===== config.mk =====
export PLATFORM = sky130hd
export DESIGN_NAME = bird_column_ctrl_flat
export DESIGN_NICKNAME = d
export VERILOG_FILES = /design/src/rtl/bird_column_ctrl_if.sv /design/src/rtl/bird_column_ctrl.sv /design/src/flat_wrapper.sv
export SDC_FILE = /design/constraint.sdc
export NUM_CORES = 1
export LEC_CHECK = 0
export CORE_UTILIZATION = 40
export DETAILED_ROUTE_END_ITERATION = 16
export PLACE_DENSITY = 0.68
export SYNTH_ARGS = -nofsm -noshare
export SYNTH_HDL_FRONTEND = slang
export SYNTH_SLANG_ARGS = --single-unit

===== constraint.sdc =====
create_clock -name clock -period 4.5 [get_ports clock]
set_input_delay 0.9 -clock clock [delete_from_list [all_inputs] [get_ports clock]]
set_output_delay 0.9 -clock clock [all_outputs]
set_load 0.02 [all_outputs]

===== src/rtl/bird_column_ctrl_if.sv =====
// ---------------------------------------------------------------------------
// bird_column_ctrl_if
// Bundle of the bird controller's game-side signals.
//   flap      : flap key, already synchronised (driven by the master)
//   pipe_col  : wall occupancy of the bird column, bit r = wall at row r
//   bird_row  : one-hot bird LED for the column (blanked while blinking dead)
//   bird_pos  : bird row index, 0 = ground
//   tick      : one-cycle game-tick pulse for pipe scrolling
//   playing   : game in PLAY
//   dead      : game in DEAD
// Modports: master = game/pipe logic side, slave = bird controller side.
// ---------------------------------------------------------------------------
interface bird_column_ctrl_if #(
  parameter int ROWS = 8
) ();
  localparam int PW = $clog2(ROWS);

  logic            flap;
  logic [ROWS-1:0] pipe_col;
  logic [ROWS-1:0] bird_row;
  logic [PW-1:0]   bird_pos;
  logic            tick;
  logic            playing;
  logic            dead;

  modport master (
    output flap, pipe_col,
    input  bird_row, bird_pos, tick, playing, dead
  );

  modport slave (
    input  flap, pipe_col,
    output bird_row, bird_pos, tick, playing, dead
  );
endinterface


===== src/rtl/bird_column_ctrl.sv =====
// ---------------------------------------------------------------------------
// bird_column_ctrl
// Bird controller for the LED-matrix Flappy Bird game. Keeps the bird row,
// applies gravity once per game tick, raises the bird on flap presses,
// detects ground and pipe collisions and sequences IDLE/PLAY/DEAD.
// Ports:
//   clock : system clock
//   reset : synchronous, active-high
//   bus   : bird_column_ctrl_if.slave (flap, pipe_col in; bird_row,
//           bird_pos, tick, playing, dead out)
//
// state | meaning
// ------+--------------------------------------------------------------
// IDLE  | waiting for first flap, bird parked at START_ROW, tick stopped
// PLAY  | gravity/flap per tick, pipe collision checked every cycle
// DEAD  | bird frozen and blinking on ticks, flap returns to IDLE
// ---------------------------------------------------------------------------
module bird_column_ctrl #(
  parameter int ROWS        = 8,
  parameter int TICK_DIV    = 1792,
  parameter int START_ROW   = 3,
  parameter int FLAP_HEIGHT = 1
) (
  input  logic clock,
  input  logic reset,
  bird_column_ctrl_if.slave bus
);
  localparam int PW = $clog2(ROWS);
  localparam int CW = $clog2(TICK_DIV);

  localparam logic [PW-1:0] START_POS = PW'(START_ROW);
  localparam logic [PW-1:0] TOP_POS   = PW'(ROWS - 1);
  localparam logic [PW:0]   TOP_EXT   = (PW + 1)'(ROWS - 1);
  localparam logic [PW:0]   FLAP_EXT  = (PW + 1)'(FLAP_HEIGHT);
  localparam logic [CW-1:0] CNT_LAST  = CW'(TICK_DIV - 1);

  typedef enum logic [1:0] {
    IDLE = 2'd0,
    PLAY = 2'd1,
    DEAD = 2'd2
  } state_t;

  state_t        r_state, w_state_nx;
  logic [PW-1:0] r_pos, w_pos_nx;
  logic [CW-1:0] r_cnt, w_cnt_nx;
  logic          r_flap_q;
  logic          r_pending, w_pending_nx;
  logic          r_blink, w_blink_nx;

  logic          w_flap_edge;
  logic          w_tick;
  logic [CW-1:0] w_cnt_adv;
  logic [PW:0]   w_pos_up_ext;
  logic [PW-1:0] w_pos_up;

  assign w_flap_edge = bus.flap & ~r_flap_q;
  // Divider is held at 0 in IDLE, so a tick can only fire in PLAY/DEAD.
  assign w_tick      = (r_state != IDLE) && (r_cnt == CNT_LAST);
  assign w_cnt_adv   = w_tick ? '0 : r_cnt + CW'(1);

  // Extra bit keeps the sum from wrapping before the top-row clamp.
  assign w_pos_up_ext = {1'b0, r_pos} + FLAP_EXT;
  assign w_pos_up     = (w_pos_up_ext > TOP_EXT) ? TOP_POS : w_pos_up_ext[PW-1:0];

  always_ff @(posedge clock) begin
    if (reset) begin
      r_state   <= IDLE;
      r_pos     <= START_POS;
      r_cnt     <= '0;
      r_flap_q  <= 1'b0;
      r_pending <= 1'b0;
      r_blink   <= 1'b1;
    end else begin
      r_state   <= w_state_nx;
      r_pos     <= w_pos_nx;
      r_cnt     <= w_cnt_nx;
      r_flap_q  <= bus.flap;
      r_pending <= w_pending_nx;
      r_blink   <= w_blink_nx;
    end
  end

  always_comb begin
    w_state_nx   = r_state;
    w_pos_nx     = r_pos;
    w_cnt_nx     = r_cnt;
    w_pending_nx = r_pending;
    w_blink_nx   = r_blink;

    unique case (r_state)
      IDLE: begin
        w_pos_nx     = START_POS;
        w_cnt_nx     = '0;
        w_pending_nx = 1'b0;
        w_blink_nx   = 1'b1;
        if (w_flap_edge) w_state_nx = PLAY;
      end

      PLAY: begin
        w_cnt_nx = w_cnt_adv;
        // Wall hit wins over any move scheduled for this same tick.
        if (bus.pipe_col[r_pos]) begin
          w_state_nx   = DEAD;
          w_pending_nx = 1'b0;
        end else if (w_tick) begin
          w_pending_nx = 1'b0;
          if (r_pending || w_flap_edge) begin
            w_pos_nx = w_pos_up;
          end else if (r_pos == '0) begin
            w_state_nx = DEAD;
          end else begin
            w_pos_nx = r_pos - PW'(1);
          end
        end else if (w_flap_edge) begin
          w_pending_nx = 1'b1;
        end
      end

      DEAD: begin
        // The edge that killed the bird was consumed in PLAY; r_flap_q
        // is already high here, so it cannot also restart the game.
        if (w_flap_edge) begin
          w_state_nx = IDLE;
          w_pos_nx   = START_POS;
          w_cnt_nx   = '0;
          w_blink_nx = 1'b1;
        end else begin
          w_cnt_nx = w_cnt_adv;
          if (w_tick) w_blink_nx = ~r_blink;
        end
      end

      default: begin
        w_state_nx = IDLE;
      end
    endcase
  end

  assign bus.bird_pos = r_pos;
  assign bus.bird_row = ((r_state == DEAD) && !r_blink) ? '0 : (ROWS'(1) << r_pos);
  assign bus.tick     = w_tick;
  assign bus.playing  = (r_state == PLAY);
  assign bus.dead     = (r_state == DEAD);
endmodule

===== src/flat_wrapper.sv =====
// flat-port wrapper written by rule: the top's interface ports become plain ports
module bird_column_ctrl_flat 
#(
  parameter int ROWS        = 8,
  parameter int TICK_DIV    = 1792,
  parameter int START_ROW   = 3,
  parameter int FLAP_HEIGHT = 1
)
  (clock, reset, bus_flap, bus_pipe_col, bus_bird_row, bus_bird_pos, bus_tick, bus_playing, bus_dead);
  bird_column_ctrl_if #(.ROWS(ROWS)) bus_i ();
  input  logic clock;
  input  logic reset;
  input wire logic [$bits(bus_i.flap)-1:0] bus_flap;
  input wire logic [$bits(bus_i.pipe_col)-1:0] bus_pipe_col;
  output wire logic [$bits(bus_i.bird_row)-1:0] bus_bird_row;
  output wire logic [$bits(bus_i.bird_pos)-1:0] bus_bird_pos;
  output wire logic [$bits(bus_i.tick)-1:0] bus_tick;
  output wire logic [$bits(bus_i.playing)-1:0] bus_playing;
  output wire logic [$bits(bus_i.dead)-1:0] bus_dead;
  assign bus_i.flap = bus_flap;
  assign bus_i.pipe_col = bus_pipe_col;
  assign bus_bird_row = bus_i.bird_row;
  assign bus_bird_pos = bus_i.bird_pos;
  assign bus_tick = bus_i.tick;
  assign bus_playing = bus_i.playing;
  assign bus_dead = bus_i.dead;
  bird_column_ctrl #(.ROWS(ROWS), .TICK_DIV(TICK_DIV), .START_ROW(START_ROW), .FLAP_HEIGHT(FLAP_HEIGHT)) u_core (.clock(clock), .reset(reset), .bus(bus_i));
endmodule

==> reports/results.tsv, run 1 <==
stage	metric	value	unit
sta	Setup TNS Final	0	ns
sta	Slew Viols, Final	0	
cells_and_area	Seq. cell area	380	um^2
grt	pin count of the biggest net entering global routing	14	
critical_path	Bufs and invs on worst path	3	
power_and_ir_drop	Leakage	0.650	nW
sta	final hold violation count	0	
floorplan	core area	3050	um^2
critical_path	Critical Path Source	u_core.r_state[0]	
cts	CTS Sinks	19	
yosys	Syn Inst Count	152	
yosys	Ys Warns	0	
yosys	Net Count, Synth	176	
cts	Clock transition at path regs	0.12	ns
grt	vias in the first global route	1080	
placement	HPWL after detailed placement	2100	um
cells_and_area	Antenna diodes	0	
sta	worst-margin pin slew	0.799	ns
critical_path	Worst setup SP type	flip-flop	
hold_path	worst min path class	flip-flop to flip-flop	
floorplan	Starting Density	42.5	%
cts	Num CTS Buffers	3	
floorplan	I/O pin count	25	
run	max-cap viol count	0	
critical_path	CP max-delay cell	clkdlybuf4s50_1	
routing	Via Count	1143	
critical_path	Critical Path Max Stage Delay	0.62	ns
cells_and_area	filler instances	307	
routing	Final ANT Viol Nets	0	
sta	setup repair after global routing missed its margin	no	
yosys	synth unique cells	39	
cells_and_area	post-route cell area	1600	um^2
routing	DR WL/cell	12.4	um
grt	met3 Use GR	2.86	%
yosys	Synth top area share	29.3	%
grt	initial antenna violation count	0	
routing	WL final	2710	um
cells_and_area	share of cells above drive strength 1	5.17	%
placement	port bufs	24	
routing	Iter 0 DRT Violations	72	
critical_path	Critical Path Most Common Cell	inv_1	
yosys	synth top area cells	dfxtp_1 29%, ha_1 13%, mux2i_1 6.2%, nor2_1 5.5%, xor2_1 5.4%	
routing	Remaining DRCs	0	
yosys	Synth area leader	dfxtp_1	
yosys	EDFF count, synth	0	
sta	Min Clock Period, post-route	3.30	ns
sta	Tcrit/Tclk final	73.4	%
critical_path	Required @ worst endpoint	3.60	ns
grt	Most Used Layer, Global Route	met2	
grt	first-pass GRT wire length	4700	um
critical_path	R2R Path Start	u_core.r_state[0]	
critical_path	Max FO, Critical Path	6	
sta	worst clock skew	0.0115	ns
cts	buffer count from post-CTS setup fixing	0	
yosys	Syn Area/Cell	8.54	um^2
cells_and_area	area occupied by multi-input gates	871	um^2
sta	Max-Slew Margin vs Limit	46.6	%
sta	Setup-failing EPs final	0	
sta	Final WS setup	1.20	ns
cts	CTS tree	built	
cts	Clock H-tree levels	1	
sta	Max Fclk	303	MHz
cts	Clk Latency, worst-skew pair	0.30	ns
yosys	Async SR Flop Fraction	0	%
critical_path	Setup CP Type	flip-flop to output pin	
routing	drt first pass iters	4	
cells_and_area	Nets	199	
power_and_ir_drop	Pwr Density	222	nW/um^2
placement	Final GP Congestion	0.793	
floorplan	Rows	20	
critical_path	crit path cell chain	inv_1 > ha_1 > nand4b_1 > or3_1 > inv_1 > clkdlybuf4s50_1	
floorplan	total die area	3480	um^2
placement	pre-CTS setup slack	1.41	ns
critical_path	critical path capture point type	output pin	
placement	DP Area	1570	um^2
cts	CTS max path bufs	2	
cts	Clock Root Buffer	clkbuf_4	
grt	gr ovfl total	0	
critical_path	Worst path top cell family by delay	buffers and inverters	
yosys	Top FF cell, synth	dfxtp_1	
hold_path	HP Start	u_core.r_state[1]	
cts	cts repair resizes	0	
yosys	Seq/Total Area, Yosys	29.3	%
status	status	complete, no violations	
yosys	Post-Syn Area	1300	um^2
critical_path	worst path arrival time	2.40	ns
cells_and_area	Syn-to-layout area delta	23.0	%
floorplan	Die W	59.0	um
yosys	FF+latch count, synth	19	
cells_and_area	fin util	52.3	%
cts	Post-CTS Hold Fix Bufs	0	
grt	grt met1 use	21.0	%
routing	DR vias/cell	5.24	
floorplan	die height	59.0	um
power_and_ir_drop	peak supply drop	0.121	mV
grt	Total GRT Usage	17.5	%
grt	M2 GR Usage	32.1	%
==> metrics by stage <==
step	power, W	instances	hold slack, ns
2_1_floorplan	0.000240	152	0.473
3_3_place_gp	0.000269	214	0.503
3_5_place_dp	0.000271	214	0.524
4_1_cts	0.000358	218	0.541
5_1_grt	0.000374	218	0.577
6_report	0.000354	218	0.538
==> synth_stat cells, types with 2 or more instances <==
master,instances
a31oi_1,3
and2_1,2
and3_1,8
clkbuf_1,5
dfxtp_1,19
ha_1,13
inv_1,5
mux2i_1,8
nand2_1,8
nand2b_1,5
nand3_1,7
nand4_1,3
nand4b_1,3
nor2_1,19
nor2b_1,6
nor3_1,3
nor3b_1,2
o21ai_0,3
xnor2_1,3
xor2_1,8
==> sequential cells by signal (all words and copies together), names as in the netlist <==
register and cells:
u_core.r_cnt 11, u_core.r_state 2, u_core.r_blink 1, u_core.bus.bird_pos 3, u_core.r_flap_q 1, u_core.r_pending 1
==> final timing paths <==
| check | endpoint | slack (ns) | depth (start not counted) |
|---|---|---|---|
| worst max register to register | u_core.r_cnt[9] | 2.09 | 7 |
| worst min register to register | u_core.r_state[1] | 0.54 | 2 |
| worst min-delay path | u_core.r_state[1] | 0.54 | 2 |
| worst max-delay path | bus_tick | 1.20 | 6 |
==> metal layers <==
layer / wire length, um / up-vias
li1: - / 573
met1: 1220 / 535
met2: 1340 / 33
met3: 138 / 2
met4: 14 / 0
met5: 0 / -
==> worst min-delay path, cell delays in order (launching register included) <==
cell and delay, ns:
dfxtp_1 0.36, nand2b_1 0.08, mux2i_1 0.06
==> cells by family (layout without fill, tap and decap cells) <==
group                      count (synthesis)  count (layout)  share of synthesized area (%)
and+or+nand+nor                           71              71                           29.5
AOI/OAI and AO/OA                         16              16                           9.74
buffers and inverters                     12              34                           3.57
DFF                                       19              19                           29.3
muxes                                     10              10                           7.91
xor gates and xnor gates                  11              11                           7.43
adders and majority gates                 13              13                           12.5
==> layout make-up <==
class | count | share of cell area [%]
inverter | 6 | 1.41
multi-input combinational | 121 | 54.6
clock buffer | 4 | 1.65
timing repair buffer | 24 | 15.1
sequential | 19 | 23.8
tap | 44 | 3.45
==> cells in the final DEF, fill, tap and decap left out, types with 5 or more instances in the layout <==
cell type,count
clkdlybuf4s50_1,24
nor2_1,19
nor2b_1,6
ha_1,13
nand2_1,8
nand3_1,7
nand2b_1,5
and3_1,8
xor2_1,8
dfxtp_1,19
inv_1,5
mux2i_1,8
==> report_power, final <==
part / switching [W] / internal (W)
sequential: 0.00000790 / 0.000172
clock: 0.0000523 / 0.0000345
combinational: 0.0000434 / 0.0000431
Note: power is estimated with default switching activity, not from simulation.
==> run 2, diff against run 1 <==
PLACE_DENSITY = 0.71   (was 0.68)
clock period = 2.95 ns   (was 4.5 ns; I/O delays follow)
==> reports/results.tsv, run 2 (synthesis results as in run 1) <==
stage	metric	value	unit	change
floorplan	die height	59.0	um	unchanged
cells_and_area	share of cells above drive strength 1	6.86	%	was 5.17%
cells_and_area	commonest non-fill, non-tap cell in the layout	clkdlybuf4s50_1		unchanged
sta	Slew Viols, Final	0		unchanged
critical_path	Required @ worst endpoint	2.36	ns	was 3.60 ns
grt	initial antenna violation count	0		unchanged
cells_and_area	post-route cell area	1610	um^2	was 1600 um^2
critical_path	R2R cell count	6		was 7
critical_path	Max FO, Critical Path	10		was 6
hold_path	worst min path class	flip-flop to flip-flop		unchanged
routing	DR vias/cell	5.19		was 5.24
critical_path	crit path cell chain	inv_1 > ha_1 > and3_1 > clkdlybuf4s50_1		was inv_1 > ha_1 > nand4b_1 > or3_1 > inv_1 > clkdlybuf4s50_1
critical_path	R2R setup slack	0.65	ns	was 2.09 ns
cts	Clk Latency, worst-skew pair	0.29	ns	was 0.30 ns
placement	DP Cell Count	215		was 214
grt	Total GRT Usage	17.7	%	was 17.5%
critical_path	CP max-delay cell	dfxtp_1		was clkdlybuf4s50_1
floorplan	I/O pin count	25		unchanged
critical_path	Worst path top cell family by delay	buffers and inverters		unchanged
critical_path	Critical Path Max Stage Delay	0.60	ns	was 0.62 ns
sta	worst-margin pin slew	0.534	ns	was 0.799 ns
floorplan	Starting Density	42.5	%	unchanged
status	status	complete, no violations		unchanged
placement	DP Area	1580	um^2	was 1570 um^2
placement	port bufs	24		unchanged
cts	CTS Sinks	19		unchanged
critical_path	Worst path depth	4		was 6
sta	Max Fclk	376	MHz	
grt	first-pass GRT wire length	4770	um	was 4700 um
critical_path	Setup CP Type	flip-flop to output pin		unchanged
sta	Setup-failing EPs final	0		unchanged
cells_and_area	max reg flops	11		unchanged
cts	Clock transition at path regs	0.11	ns	was 0.12 ns
cells_and_area	filler instances	317		was 307
placement	Final GP Congestion	0.826		was 0.793
routing	Remaining DRCs	0		unchanged
grt	vias in the first global route	1099		was 1080
cells_and_area	Nets	200		was 199
placement	HPWL after detailed placement	2110	um	was 2100 um
cells_and_area	Final Non-Filler Cells	219		was 218
routing	Iter 0 DRT Violations	34		was 72
cts	CTS tree	built		unchanged
cells_and_area	Syn-to-layout area delta	23.9	%	was 23.0%
critical_path	critical path capture point type	output pin		unchanged
sta	Final WS setup	0.293	ns	was 1.20 ns
floorplan	core area	3050	um^2	unchanged
cts	Num CTS Buffers	3		unchanged
cells_and_area	Antenna diodes	0		unchanged
routing	Via Count	1136		was 1143
power_and_ir_drop	peak supply drop	0.187	mV	was 0.121 mV
sta	setup repair after global routing missed its margin	no		unchanged
critical_path	R2R Path Start	u_core.r_state[1]		was u_core.r_state[0]
routing	Final ANT Viol Nets	0		unchanged
critical_path	Worst setup SP type	flip-flop		unchanged
sta	Min Clock Period, post-route	2.66	ns	
grt	pin count of the biggest net entering global routing	14		unchanged
cts	buffer count from post-CTS setup fixing	0		unchanged
floorplan	Die W	59.0	um	unchanged
critical_path	Worst Setup EP	bus_bird_row[4]		was bus_tick
routing	WL final	2760	um	was 2710 um
critical_path	worst path arrival time	2.07	ns	was 2.40 ns
cts	CTS max path bufs	2		unchanged
critical_path	r2r endpoint	u_core.r_state[1]		was u_core.r_cnt[9]
cts	Clock Root Buffer	clkbuf_4		unchanged
run	max-cap viol count	0		unchanged
sta	final hold violation count	0		unchanged
critical_path	Critical Path Source	u_core.bus.bird_pos[0]		was u_core.r_state[0]
cts	Clock H-tree levels	1		unchanged
sta	worst clock skew	0.00105	ns	was 0.0115 ns
floorplan	Rows	20		unchanged
sta	Setup TNS Final	0	ns	unchanged
cells_and_area	largest reg by FF count	u_core.r_cnt		unchanged
sta	Max-Slew Margin vs Limit	64.3	%	was 46.6%
cells_and_area	fin util	52.7	%	was 52.3%
grt	gr ovfl total	0		unchanged
placement	pre-CTS setup slack	0.327	ns	was 1.41 ns
power_and_ir_drop	Leakage	0.676	nW	was 0.650 nW
sta	Tcrit/Tclk final	90.1	%	
cells_and_area	most frequent cells in the layout	23 x clkdlybuf4s50_1, 19 x nor2_1, 18 x dfxtp_1		was 24 x clkdlybuf4s50_1, 19 x nor2_1, 19 x dfxtp_1
critical_path	Bufs and invs on worst path	2		was 3
routing	DR WL/cell	12.6	um	was 12.4 um
floorplan	total die area	3480	um^2	unchanged
routing	drt first pass iters	4		unchanged
power_and_ir_drop	Pwr Density	337	nW/um^2	was 222 nW/um^2
## run 2: cell count changes in the layout (fill, tap and decap cells not counted), sizes merged
cell           previous run  this run
clkdlybuf4s50            24        23
dlymetal6s2s              0         1
clkinv                    0         1
clkbuf                    4         3
buf                       0         1
## run 2: per-layer routing
layer  up-vias  GRT usage, %  share of wire, %
met5         -             0                 0
li1        577             -                 -
met4         0          4.42              0.90
met3         4          3.08               5.0
met2        32          33.6                50
met1       523          20.3                44
## run 2: area by class of cell
class | instances | area (um^2) | area share [%]
clock buffers | 3 | 22.5 | 1.40
multi-input cells | 121 | 871 | 54.2
flip-flops and latches | 19 | 382 | 23.7
repair buffers | 25 | 250 | 15.6
clock inverters | 1 | 5.00 | 0.311
inverters | 6 | 22.5 | 1.40
well taps | 44 | 55.1 | 3.42
## run 2: how the worst min path moves through the flow
stage / startpoint / to / depth (start not counted)
2_1_floorplan: u_core.r_blink / u_core.r_blink / 2
3_3_place_gp: u_core.r_state[1] / u_core.r_state[1] / 2
3_5_place_dp: u_core.r_blink / u_core.r_blink / 2
4_1_cts: u_core.r_state[0] / u_core.r_state[0] / 2
5_1_grt: u_core.r_cnt[10] / u_core.r_cnt[10] / 2
6_report: u_core.r_blink / u_core.r_blink / 2
## run 2: what timing repair did
item,CTS,global route
hold buffers,0,0
resized for setup,1,1
endpoints found under the setup margin,1,1
endpoints found under the hold margin,0,0
## run 2: report_power, final
| group | internal [W] | switching [W] |
|---|---|---|
| clock | 0.0000505 | 0.0000815 |
| combinational | 0.0000670 | 0.0000675 |
| sequential | 0.000263 | 0.0000123 |
| total | 0.000381 | 0.000161 |
## run 2: per-stage QoR
stage | power (W) | hold WS [ns]
after floorplan | 0.000365 | 0.473
after global placement | 0.000409 | 0.498
after detailed placement | 0.000415 | 0.506
after CTS | 0.000545 | 0.533
after global routing | 0.000574 | 0.581
final | 0.000542 | 0.530
## run 2: worst min-delay path, delay by kind of cell (launching register included)
kind,cells,cell delay (ns)
AO/OA/AOI/OAI,1,0.09
flip-flops,1,0.35
AND/OR/NAND/NOR,1,0.06
==> run 3, diff against run 2 <==
GPL_TIMING_DRIVEN = 1   (was not set)
SLEW_MARGIN = 0   (was not set)
==> results of run 3 <==
No change in the layout: final DEF, timing and power equal those of run 2.
